--- config.mk ---
export PLATFORM = sky130hd
export DESIGN_NAME = spi_slave_param
export DESIGN_NICKNAME = d
export VERILOG_FILES = /design/src/rtl/spi_pkg.sv /design/src/rtl/spi_shreg.sv /design/src/rtl/spi_slave_param.sv
export SDC_FILE = /design/constraint.sdc
export NUM_CORES = 1
export LEC_CHECK = 0
export ABC_AREA = 1
export CAP_MARGIN = 40
export CELL_PAD_IN_SITES_DETAIL_PLACEMENT = 2
export CELL_PAD_IN_SITES_GLOBAL_PLACEMENT = 2
export CORE_MARGIN = 8
export CORE_UTILIZATION = 31
export DETAILED_ROUTE_END_ITERATION = 8
export GPL_TIMING_DRIVEN = 0
export MAX_ROUTING_LAYER = met4
export PLACE_DENSITY = 0.79
export SETUP_SLACK_MARGIN = 0.05
export SLEW_MARGIN = 0
export SYNTH_ARGS = -nofsm -noshare
export SYNTH_HDL_FRONTEND = slang
export SYNTH_SLANG_ARGS = --single-unit
--- constraint.sdc ---
create_clock -name clk -period 1.85 [get_ports clk]
set_input_delay 0.37 -clock clk [delete_from_list [all_inputs] [get_ports clk]]
set_output_delay 0.37 -clock clk [all_outputs]
set_load 0.005 [all_outputs]
--- src/rtl/spi_pkg.sv ---
// spi_pkg: shared types and constants for the parametrised SPI slave.
//   spi_state_e  - control FSM states
//   OP_*         - 2-bit frame opcodes
//   op_is_read   - helper: opcode belongs to the read path
package spi_pkg;

    typedef enum logic [2:0] {
        IDLE      = 3'd0,
        CHK_CMD   = 3'd1,
        SHIFT_IN  = 3'd2,
        WAIT_TX   = 3'd3,
        SHIFT_OUT = 3'd4,
        HOLD      = 3'd5
    } spi_state_e;

    localparam logic [1:0] OP_WR_ADDR = 2'b00;
    localparam logic [1:0] OP_WR_DATA = 2'b01;
    localparam logic [1:0] OP_RD_ADDR = 2'b10;
    localparam logic [1:0] OP_RD_DATA = 2'b11;

    // The rw bit sent ahead of a frame must equal opcode[1].
    function automatic logic op_is_read(input logic [1:0] op);
        return op[1];
    endfunction

endpackage

--- src/rtl/spi_shreg.sv ---
// spi_shreg: loadable MSB-first shift register with a saturating down-counter.
// Ports:
//   clk, rst      clock, synchronous active-high reset
//   load_i        load load_data_i and set the counter to W
//   load_data_i   parallel load value
//   shift_i       shift sin_i in at the LSB, decrement the counter
//   sin_i         serial input
//   data_o        current register contents
//   next_o        register contents as they will be after a shift this cycle
//   last_o        the shift in this cycle is the W-th one since the load
// W must be at least 2.
module spi_shreg #(
    parameter int W = 8
) (
    input  logic         clk,
    input  logic         rst,
    input  logic         load_i,
    input  logic [W-1:0] load_data_i,
    input  logic         shift_i,
    input  logic         sin_i,
    output logic [W-1:0] data_o,
    output logic [W-1:0] next_o,
    output logic         last_o
);

    localparam int CW = $clog2(W + 1);

    logic [W-1:0]  data_q, data_d;
    logic [CW-1:0] cnt_q, cnt_d;

    assign next_o = {data_q[W-2:0], sin_i};
    assign data_o = data_q;
    assign last_o = (cnt_q == CW'(1));

    always_comb begin
        data_d = data_q;
        cnt_d  = cnt_q;
        if (load_i) begin
            data_d = load_data_i;
            cnt_d  = CW'(W);
        end else if (shift_i) begin
            data_d = next_o;
            // Saturate at zero so a stray shift never wraps the count.
            if (cnt_q != '0) begin
                cnt_d = cnt_q - CW'(1);
            end
        end
    end

    always_ff @(posedge clk) begin
        if (rst) begin
            data_q <= '0;
            cnt_q  <= '0;
        end else begin
            data_q <= data_d;
            cnt_q  <= cnt_d;
        end
    end

endmodule

--- src/rtl/spi_slave_param.sv ---
// spi_slave_param: SPI slave front end with a DATA_W-bit payload.
// A frame is an rw bit followed by FRAME_W = DATA_W+2 bits {opcode, payload}, MSB first.
// Ports:
//   clk, rst    clock, synchronous active-high reset
//   SS_n        slave select, active low; raising it mid-transfer aborts
//   MOSI        serial in
//   MISO        serial out, read data MSB first, 0 otherwise
//   rx_data     last accepted frame {opcode, payload}
//   rx_valid    1-cycle pulse when rx_data is updated
//   tx_data     read data word
//   tx_valid    read data valid
//   frame_err   1-cycle pulse on abort, rw/opcode mismatch, read-data without
//               a prior read-address, or tx_valid timeout
//   state_o     current FSM state
//
// Read data handshake: tx_valid/tx_data are looked at only while the FSM is
// in WAIT_TX. The word is taken on the first edge there with tx_valid=1;
// there is no ready back to the source, and tx_valid outside WAIT_TX has no
// effect. If TX_TIMEOUT edges pass without tx_valid the request fails.
module spi_slave_param
    import spi_pkg::*;
#(
    parameter int DATA_W     = 8,
    parameter int TX_TIMEOUT = 16
) (
    input  logic                clk,
    input  logic                rst,
    input  logic                SS_n,
    input  logic                MOSI,
    output logic                MISO,
    output logic [DATA_W+1:0]   rx_data,
    output logic                rx_valid,
    input  logic [DATA_W-1:0]   tx_data,
    input  logic                tx_valid,
    output logic                frame_err,
    output spi_state_e          state_o
);

    localparam int FRAME_W = DATA_W + 2;
    localparam int TW      = $clog2(TX_TIMEOUT + 1);

    spi_state_e         state_q;
    logic               rw_q;
    logic               rd_addr_seen_q;
    logic [TW-1:0]      timer_q;
    logic               miso_q;
    logic               rx_valid_q;
    logic               frame_err_q;
    logic [FRAME_W-1:0] rx_data_q;

    logic               rx_load, rx_shift, rx_last;
    logic [FRAME_W-1:0] rx_next;
    logic [FRAME_W-1:0] rx_cur;
    logic               tx_load, tx_shift, tx_last;
    logic [DATA_W-1:0]  tx_next;
    logic [DATA_W-1:0]  tx_cur;
    logic [1:0]         rx_op;

    // Only the bit about to be driven matters from the TX shifter, and the
    // RX shifter is consumed through next_o at the last bit.
    logic unused_shreg_bits;
    assign unused_shreg_bits = ^{tx_next[DATA_W-2:0], tx_cur, rx_cur};

    assign rx_load  = (state_q == CHK_CMD)   && !SS_n;
    assign rx_shift = (state_q == SHIFT_IN)  && !SS_n;
    assign tx_load  = (state_q == WAIT_TX)   && !SS_n && tx_valid;
    assign tx_shift = (state_q == SHIFT_OUT) && !SS_n;

    // rx_next already holds the complete frame on the edge of its last bit.
    assign rx_op = rx_next[FRAME_W-1 -: 2];

    spi_shreg #(.W(FRAME_W)) u_rx_shreg (
        .clk         (clk),
        .rst         (rst),
        .load_i      (rx_load),
        .load_data_i ('0),
        .shift_i     (rx_shift),
        .sin_i       (MOSI),
        .data_o      (rx_cur),
        .next_o      (rx_next),
        .last_o      (rx_last)
    );

    spi_shreg #(.W(DATA_W)) u_tx_shreg (
        .clk         (clk),
        .rst         (rst),
        .load_i      (tx_load),
        .load_data_i (tx_data),
        .shift_i     (tx_shift),
        .sin_i       (1'b0),
        .data_o      (tx_cur),
        .next_o      (tx_next),
        .last_o      (tx_last)
    );

    always_ff @(posedge clk) begin
        if (rst) begin
            state_q        <= IDLE;
            rw_q           <= 1'b0;
            rd_addr_seen_q <= 1'b0;
            timer_q        <= '0;
            miso_q         <= 1'b0;
            rx_valid_q     <= 1'b0;
            frame_err_q    <= 1'b0;
            rx_data_q      <= '0;
        end else begin
            rx_valid_q  <= 1'b0;
            frame_err_q <= 1'b0;
            if (state_q != IDLE && SS_n) begin
                // Deselect beats anything else happening in this cycle.
                state_q <= IDLE;
                miso_q  <= 1'b0;
                if (state_q != HOLD) begin
                    frame_err_q <= 1'b1;
                end
            end else begin
                case (state_q)
                    IDLE: begin
                        if (!SS_n) begin
                            state_q <= CHK_CMD;
                        end
                    end
                    CHK_CMD: begin
                        rw_q    <= MOSI;
                        state_q <= SHIFT_IN;
                    end
                    SHIFT_IN: begin
                        if (rx_last) begin
                            if ((rw_q != op_is_read(rx_op)) ||
                                (rx_op == OP_RD_DATA && !rd_addr_seen_q)) begin
                                frame_err_q <= 1'b1;
                                state_q     <= HOLD;
                            end else begin
                                rx_valid_q <= 1'b1;
                                rx_data_q  <= rx_next;
                                if (rx_op == OP_RD_ADDR) begin
                                    rd_addr_seen_q <= 1'b1;
                                end
                                if (rx_op == OP_RD_DATA) begin
                                    timer_q <= TW'(TX_TIMEOUT);
                                    state_q <= WAIT_TX;
                                end else begin
                                    state_q <= HOLD;
                                end
                            end
                        end
                    end
                    WAIT_TX: begin
                        // tx_valid is checked first so data arriving on the
                        // final timer cycle is still accepted.
                        if (tx_valid) begin
                            miso_q  <= tx_data[DATA_W-1];
                            state_q <= SHIFT_OUT;
                        end else if (timer_q <= TW'(1)) begin
                            frame_err_q <= 1'b1;
                            miso_q      <= 1'b0;
                            state_q     <= HOLD;
                        end else begin
                            timer_q <= timer_q - TW'(1);
                        end
                    end
                    SHIFT_OUT: begin
                        if (tx_last) begin
                            miso_q         <= 1'b0;
                            rd_addr_seen_q <= 1'b0;
                            state_q        <= HOLD;
                        end else begin
                            miso_q <= tx_next[DATA_W-1];
                        end
                    end
                    HOLD: begin
                        miso_q <= 1'b0;
                    end
                    default: begin
                        state_q <= IDLE;
                        miso_q  <= 1'b0;
                    end
                endcase
            end
        end
    end

    assign MISO      = miso_q;
    assign rx_data   = rx_data_q;
    assign rx_valid  = rx_valid_q;
    assign frame_err = frame_err_q;
    assign state_o   = state_q;

endmodule

### Word level (Yosys, flattened, before mapping)

Index checks and enable logic that the tools add are counted.

* bits in registers: 47
* output and inout bits: 16
* logic and storage cells: 118

* $add $sub $neg: 3
* magnitude comparators: 1
* equal/unequal tests: 20
* multiplexer cells: 39
* bitwise logic cells: 6
* reductions and logical operators: 35

Operator list (number)
* $mux W5: 5
* $mux W4: 6
* $mux W3: 7
* $pmux W3 S6: 1
* $mux W1: 14
* $mux W7: 2
* $ne A2 B2 Y1 const B: 6
* $reduce_and A2 Y1: 6
* $reduce_bool A2 Y1: 6
* $pmux W5 S2: 1
* $eq A4 B1 Y1 const B: 2
* $reduce_bool A4 Y1: 2
* $sub A4 B1 Y4 const B: 2
* $logic_and A1 B1 Y1: 7
* $reduce_and A7 Y1: 1
* $eq A3 B2 Y1 const B: 2
* $eq A3 B3 Y1 const B: 2
* $not A1 Y1: 6
* $reduce_and A6 Y1: 1
* $reduce_or A2 Y1: 3
* $le A5 B1 Y1 const B: 1
* $reduce_and A5 Y1: 1
* $sub A5 B1 Y5 const B: 1
* $eq A2 B2 Y1 const B: 2
* other kinds (14): 17

### Logic depth before layout (Yosys ltp)

Gate-level depths: netlist of the first run.

* depth after elaboration: 7
* gate-level depth with buffers: 10
* gate-level depth less buffers: 10

### Hierarchy

From an unflattened synthesis of the first run, not the netlist that was laid out.

* cells, all modules: 411
* area, all modules: 2705.1 µm²

Modules (own cells, without submodules)
* spi_slave_param: times used 1, cells each 198, area an instance 1290.0 µm², seq. area each 460.4 µm²
* spi_shreg (u_rx_shreg): times used 1, cells each 116, area an instance 750.7 µm², seq. area each 280.3 µm²
* spi_shreg (u_tx_shreg): times used 1, cells each 97, area an instance 664.4 µm², seq. area each 240.2 µm²

### Worst setup path after synthesis of the first run

OpenSTA, ideal clock, no wires.

* kind: flip-flop to flip-flop
* from: register state_q[0] (netlist: state_o[0])
* to: register u_tx_shreg.data_q[1] (netlist: u_tx_shreg.data_o[1])
* arrival time: 1260 ps
* setup slack: 446 ps
* cell stages (with the launch flop): 9
* buffers on the path: 1
* cell sequence: dfxtp_1 > buf_4 > nand2_1 > nor2_4 > nand2_2 > nor2_4 > nor2_1 > nand2_1 > a31oi_1

* longest elaborated chain between the ends: 4
* elaborated cells between the ends (all ways): 7
* classes of those cells: 2 x eq/ne; 1 x mux; 4 x reduce/logical

RTL lines
* start: declaration: RTL line spi_slave_param.sv:42 `spi_state_e state_q;`
* start signal: assignment: RTL line spi_slave_param.sv:98 `state_q <= IDLE;`
* start signal: assignment: RTL line spi_slave_param.sv:111 `state_q <= IDLE;`
* start signal: assignment: RTL line spi_slave_param.sv:120 `state_q <= CHK_CMD;`
* $eq A3 B2 Y1: RTL line spi_slave_param.sv:66 `assign tx_load = (state_q == WAIT_TX) && !SS_n && tx_valid;`
* $logic_and A1 B1 Y1 (2 in a row): RTL line spi_slave_param.sv:66
* $mux W7 or $reduce_bool A2 Y1 (tied branches)
* end signal: assignment: RTL line spi_shreg.sv:55 `data_q <= data_d;`
* end: declaration: RTL line spi_shreg.sv:28 `logic [W-1:0] data_q, data_d;`

Several ways; a longest one is shown, not always the timed one.
A chain may end at the register's enable or synchronous reset.

### Final worst setup path of the first run

* from: register state_q[2] (netlist: state_o[2])
* to: output state_o[2]

RTL lines
* end: declaration: RTL line spi_slave_param.sv:36 `output spi_state_e state_o`

No word-level cell between the ends.

==> results of run 1 <==
cell usage in the layout (no fill, tap or decap), types with 3 or more instances in the layout:
master           netlist  final
ha_1                   5      5
o21ai_1                7      7
or2_2                  3      3
nand2_1               61     61
nand2_2                5      5
a211oi_2               7      7
nor2_1                45     44
nor2_2                 6      7
o21ai_0               11     11
nand3_1               27     27
dfxtp_1               47     45
a21oi_1               31     31
inv_1                 37     37
buf_4                  1      6
clkdlybuf4s50_1        0     27
a31oi_1                7      7
nor2_4                 4      4
clkbuf_8               0      5
inv_2                  5      5
layout make-up:
cell class,instances,share of cell area (%)
buffer,7,1.80
clock buffer,6,2.48
clock inverter,2,0.557
inverter,42,5.40
multi-input combinational,233,42.6
sequential,47,32.3
tap,102,4.37
timing repair buffer,32,10.5
routing by layer:
metal	GRT usage, %	wire length (um)
met3	3.16	156
met1	16.1	3370
met2	22.6	3580
met5	-	0
met4	3.83	79
sequential cells by signal, indices dropped and copies added (netlist names):
register	cells
rx_data	10
u_rx_shreg.data_o	9
u_tx_shreg.data_o	7
timer_q	5
u_rx_shreg.cnt_q	4
u_tx_shreg.cnt_q	4
state_o	3
MISO	1
frame_err	1
rd_addr_seen_q	1
rw_q	1
rx_valid	1
power breakdown:
group	internal [W]	switching, W
registers	0.00112	0.000104
logic	0.000381	0.000730
clock network	0.000273	0.000411
worst min-delay path: stages (launching register included):
cell	delay, ns
dfxtp_1	0.32
nand2_1	0.06
a21oi_1	0.05
timing repair:
item,in CTS,in global routing
pin swaps,0,2
setup buffers,0,5
gates resized for setup,2,2
hold endpoints to repair,0,0
setup endpoints to repair,11,8
worst max path at each step:
stage | to | slack (ns)
floorplan | u_tx_shreg.data_o[1] | 0.45
global placement | rx_valid | -0.33
detailed placement | u_tx_shreg.cnt_q[3] | -0.32
CTS | state_o[1] | 0.06
global route | timer_q[0] | 0.07
finish | state_o[2] | 0.18
cell families (layout without fill, tap and decap cells):
family	Yosys count	after routing	share of synthesized area [%]
compound gates	69	69	17.7
buf+inv	49	89	8.74
flops	47	47	39.4
fa+ha+maj	5	5	2.62
simple gates	159	159	31.6
per-stage QoR:
stage / util, % / cells
after floorplan: - / 329
after global placement: 36.7 / 458
after detailed placement: 36.7 / 458
after CTS: 37.9 / 466
after global routing: 38.4 / 471
final: 38.4 / 471
==> out/qor.txt, run 1 <==
Top post-synthesis cells by area: dfxtp_1 (39%), nand2_1 (9.6%), nor2_1 (7.1%), a21oi_1 (6.5%), inv_1 (5.8%)
DP Area: 2790 um2
Hold Path Stages: 2
GRT Residual Overflow: 0
FF/Latch Area: 943 um2
Tcrit/Tclk final: 90.5%
Starting Density: 31.4%
Ys Warns: 0
IO Port Bufs: 27
DR pass1 iterations: 3
Vias per inst: 4.81
Unrepaired setup endpoints after global routing: no
HP Class: reg2reg
Most common library cells after synthesis: nand2_1 (61), dfxtp_1 (47), nor2_1 (45)
WP data arrival: 1.30 ns
Tot Pwr: 0.00302 W
Pwr dens: 1030 nW/um2
Top delay family on crit path: buffers and inverters
VDD IR max: 0.000408 V
Buf/Inv on CP: 1
Max cap viols: 0
Clk pin slew, worst setup/hold paths: 0.10 ns
Vias in the first global route: 2413
Max FO, Critical Path: 7
Ports: 29
Initial antenna violation count: 0
ANT cells: 0
CTS tree: built
DR vias: 2264
Fillers: 939
Most frequent cell after synthesis: nand2_1
CTS HTree Levels: 2
Worst reg2reg path depth: 9
Die Height: 104 um
Synth Net Count: 347
GR Util All Layers: 13.6%
Register area share after synthesis: 39.4%
Hold Vio Cnt, Final: 0
Maximum buffer depth of the clock tree: 2
Die area: 10800 um2
Distinct cell type count after synthesis: 33
Slew Viols, Final: 0
Endpoint class of the critical path: output port
Final setup fails: 0
Critical R2R Launch: state_o[0]
Tmin final: 1.67 ns
Data required time of the worst path: 1.48 ns
NumNets Final: 386
Dominant cell type by area after synthesis: dfxtp_1
Residual DRC: 0
Core area: 7610 um2
Row count: 32
Hold_sp: u_tx_shreg.data_o[0]
Post-route cell area: 2920 um2
Post-Synthesis Cells: 329
Clock sink total: 47
Clock root buffer: clkbuf_8
R2r setup slk: 0.21 ns
Hold Slack: 0.471 ns
Clk_skew: 0.0102 ns
Slowest cell on the critical path: clkdlybuf4s50_1
Detail Placement HPWL: 5330 um
EDFF count, synth: 0
Worst skew pair latency: 0.31 ns
Initial drt markers: 26
Die Width: 104 um
Crit path largest cell delay: 0.54 ns
Leakage: 1.14 nW
WL per Instance: 15.3 um
Levels on crit path: 1
Fmax: 0.598 GHz
Area Growth Syn to Fin: 22.2%
Worst setup path start: state_o[2]
Final setup TNS: 0 ns
CTS Buf Count: 5
Worst slew margin: 72.0%
Pre-CTS setup slack: -0.316 ns
Multi-input gate area: 1240 um2
Worst-margin pin slew: 0.420 ns
Largest net degree at the start of global routing: 16
Synthesized area: 2390 um2
Primary FF master, synth: dfxtp_1
Type of the worst setup path: reg2out
Ys async rst share: 0%
Worst hold endpoint: u_tx_shreg.data_o[0]
Post-route ant nets: 0
WL final: 7190 um
Worst r2r dst: u_tx_shreg.cnt_q[2]
Setup crit start kind: flip-flop
Placer Congestion: 0.769
Worst setup slack after layout: 0.177 ns
Area share of the largest cell type after synthesis: 39.4%
CTS Hold Buffers Added: 0
Crit-path cells: clkdlybuf4s50_1
First-pass GRT wire length: 11800 um
Share of cells above drive strength 1: 15.4%
Number of synthesized register bits: 47
Syn avg cell area: 7.27 um2
Outcome: finished clean
Note: power is estimated with default switching activity, not from simulation.
==> run 2, diff against run 1 <==
--- a/config.mk
+++ b/config.mk
@@ -16,7 +16,7 @@
 export MAX_ROUTING_LAYER = met4
 export PLACE_DENSITY = 0.79
 export SETUP_SLACK_MARGIN = 0.05
-export SLEW_MARGIN = 0
+export SLEW_MARGIN = 20
 export SYNTH_ARGS = -nofsm -noshare
 export SYNTH_HDL_FRONTEND = slang
 export SYNTH_SLANG_ARGS = --single-unit
==> results of run 2 <==
Same layout as run 1: the final DEF is identical, and so are final timing and power.
==> run 3, diff against run 2 <==
--- a/config.mk
+++ b/config.mk
@@ -6,9 +6,10 @@
 export NUM_CORES = 1
 export LEC_CHECK = 0
 export ABC_AREA = 1
-export CAP_MARGIN = 40
+export CAP_MARGIN = 5
 export CELL_PAD_IN_SITES_DETAIL_PLACEMENT = 2
 export CELL_PAD_IN_SITES_GLOBAL_PLACEMENT = 2
+export CORE_ASPECT_RATIO = 1.2
 export CORE_MARGIN = 8
 export CORE_UTILIZATION = 31
 export DETAILED_ROUTE_END_ITERATION = 8
==> out/qor.txt, run 3 (synthesis results as in run 1) <==
Outcome: finished clean (unchanged)
Worst-margin pin slew: 0.471 ns (was 0.420 ns)
Max FO, Critical Path: 7 (unchanged)
Worst slew margin: 68.6% (was 72.0%)
Data required time of the worst path: 1.48 ns (about the same)
GR Util All Layers: 14.6% (was 13.6%)
Placer Congestion: 0.771 (was 0.769)
Final setup TNS: 0 ns (unchanged)
CTS tree: built (unchanged)
Leakage: 1.13 nW (was 1.14 nW)
Fmax: 0.609 GHz (was 0.598 GHz)
Tot Pwr: 0.00310 W (was 0.00302 W)
Setup crit start kind: flip-flop (unchanged)
Commonest non-fill, non-tap cell in the layout: nand2_1 (unchanged)
Tcrit/Tclk final: 88.7% (was 90.5%)
CTS Buf Count: 5 (unchanged)
Type of the worst setup path: reg2out (unchanged)
Crit path largest cell delay: 0.53 ns (was 0.54 ns)
Initial antenna violation count: 0 (unchanged)
NumNets Final: 381 (was 386)
Setup bufs post-CTS: 0 (unchanged)
Area Growth Syn to Fin: 21.1% (was 22.2%)
Max cap viols: 0 (unchanged)
HP Class: reg2reg (unchanged)
Endpoint class of the critical path: output port (unchanged)
Starting Density: 31.6% (was 31.4%)
Pwr dens: 1070 nW/um2 (was 1030 nW/um2)
Hold_sp: u_tx_shreg.data_o[0] (unchanged)
Vias in the first global route: 2559 (was 2413)
Slowest cell on the critical path: clkdlybuf4s50_1 (unchanged)
DR vias: 2269 (was 2264)
Final setup fails: 0 (unchanged)
WL per Instance: 15.7 um (was 15.3 um)
Tmin final: 1.64 ns (was 1.67 ns)
GRT Residual Overflow: 0 (unchanged)
Critical R2R Launch: state_o[0] (unchanged)
Worst skew pair latency: 0.31 ns (about the same)
Die Height: 112 um (was 104 um)
Clock sink total: 47 (unchanged)
Fillers: 905 (was 939)
Pre-CTS setup slack: -0.309 ns (was -0.316 ns)
DR pass1 iterations: 4 (was 3)
Buf/Inv on CP: 1 (unchanged)
First-pass GRT wire length: 12300 um (was 11800 um)
Crit-path cells: clkdlybuf4s50_1 (unchanged)
Maximum buffer depth of the clock tree: 2 (unchanged)
Post-route ant nets: 0 (unchanged)
ANT cells: 0 (unchanged)
Ports: 29 (unchanged)
Vias per inst: 4.98 (was 4.81)
Unrepaired setup endpoints after global routing: yes (was no)
Core area: 7580 um2 (was 7610 um2)
Worst setup slack after layout: 0.209 ns (was 0.177 ns)
IO Port Bufs: 27 (unchanged)
Clock root buffer: clkbuf_8 (unchanged)
WP data arrival: 1.27 ns (was 1.30 ns)
Clk_skew: 0.00997 ns (was 0.0102 ns)
Top delay family on crit path: buffers and inverters (unchanged)
Hold Vio Cnt, Final: 0 (unchanged)
Clk pin slew, worst setup/hold paths: 0.09 ns (was 0.10 ns)
WL final: 7150 um (was 7190 um)
Detail Placement HPWL: 5530 um (was 5330 um)
Largest net degree at the start of global routing: 16 (unchanged)
Row count: 35 (was 32)
Die Width: 96.2 um (was 104 um)
Share of cells above drive strength 1: 14.6% (was 15.4%)
Worst setup path start: state_o[2] (unchanged)
CTS HTree Levels: 2 (unchanged)
Residual DRC: 0 (unchanged)
Max reg flops: 10 (unchanged)
Die area: 10800 um2 (about the same)
Commonest cells after routing, fill and taps aside: nand2_1 (61), dfxtp_1 (45), nor2_1 (44) (unchanged)
VDD IR max: 0.000424 V (was 0.000408 V)
Initial drt markers: 37 (was 26)
Slew Viols, Final: 0 (unchanged)
==> run 3: cell count changes in the layout (fill, tap and decap cells not counted), sizes merged <==
cell      previous run  this run
clkinv               0         2
inv                 43        42
clkbuf               8         7
bufinv               0         1
clkinvlp             1         0
buf                 10         5
==> run 3: area by class of cell <==
cell class / instances / area [um2] / share of cell area (%)
clock inverter: 3 / 43.8 / 1.51
multi-input combinational: 233 / 1240 / 43.0
sequential: 47 / 943 / 32.6
timing repair buffer: 27 / 270 / 9.33
inverter: 42 / 158 / 5.45
tap: 92 / 115 / 3.98
buffer: 7 / 52.6 / 1.82
clock buffer: 5 / 68.8 / 2.38
==> run 3: metal layers <==
layer	up-vias	share of wire [%]	GRT usage, %
met5	-	0	-
met4	0	1.6	5.24
met3	7	1.8	1.94
met2	18	54	26.0
met1	1111	42	15.7
li1	1133	-	-
==> run 3: report_power, final <==
group	leakage, nW	internal [W]	switching [W]
sequential	0.381	0.00112	0.000105
combinational	0.690	0.000372	0.000712
clock	0.0581	0.000403	0.000383
total	1.13	0.00190	0.00120
==> run 3: final timing paths <==
check	slack [ns]	cells after the start	end
min reg2reg	0.49	2	u_tx_shreg.data_o[0]
min	0.49	2	u_tx_shreg.data_o[0]
max reg2reg	0.23	8	u_tx_shreg.data_o[1]
max	0.21	1	state_o[2]
==> run 3: metrics by stage <==
stage          cell area, um2  hold WS (ns)  utilization, %  cells
4_1_cts                  2890         0.488            38.2    456
3_5_place_dp             2780         0.474            36.6    448
3_3_place_gp             2780         0.459            36.6    448
6_report                 2900         0.488            38.2    456
2_1_floorplan            2390         0.441               -    329
5_1_grt                  2900         0.510            38.2    456
==> run 3: what timing repair did <==
item	4_1_cts	5_1_grt
cloned	0	0
endpoints found under the hold margin	0	0
gates resized for setup	1	3
endpoints found under the setup margin	10	9
hold buffers	0	0
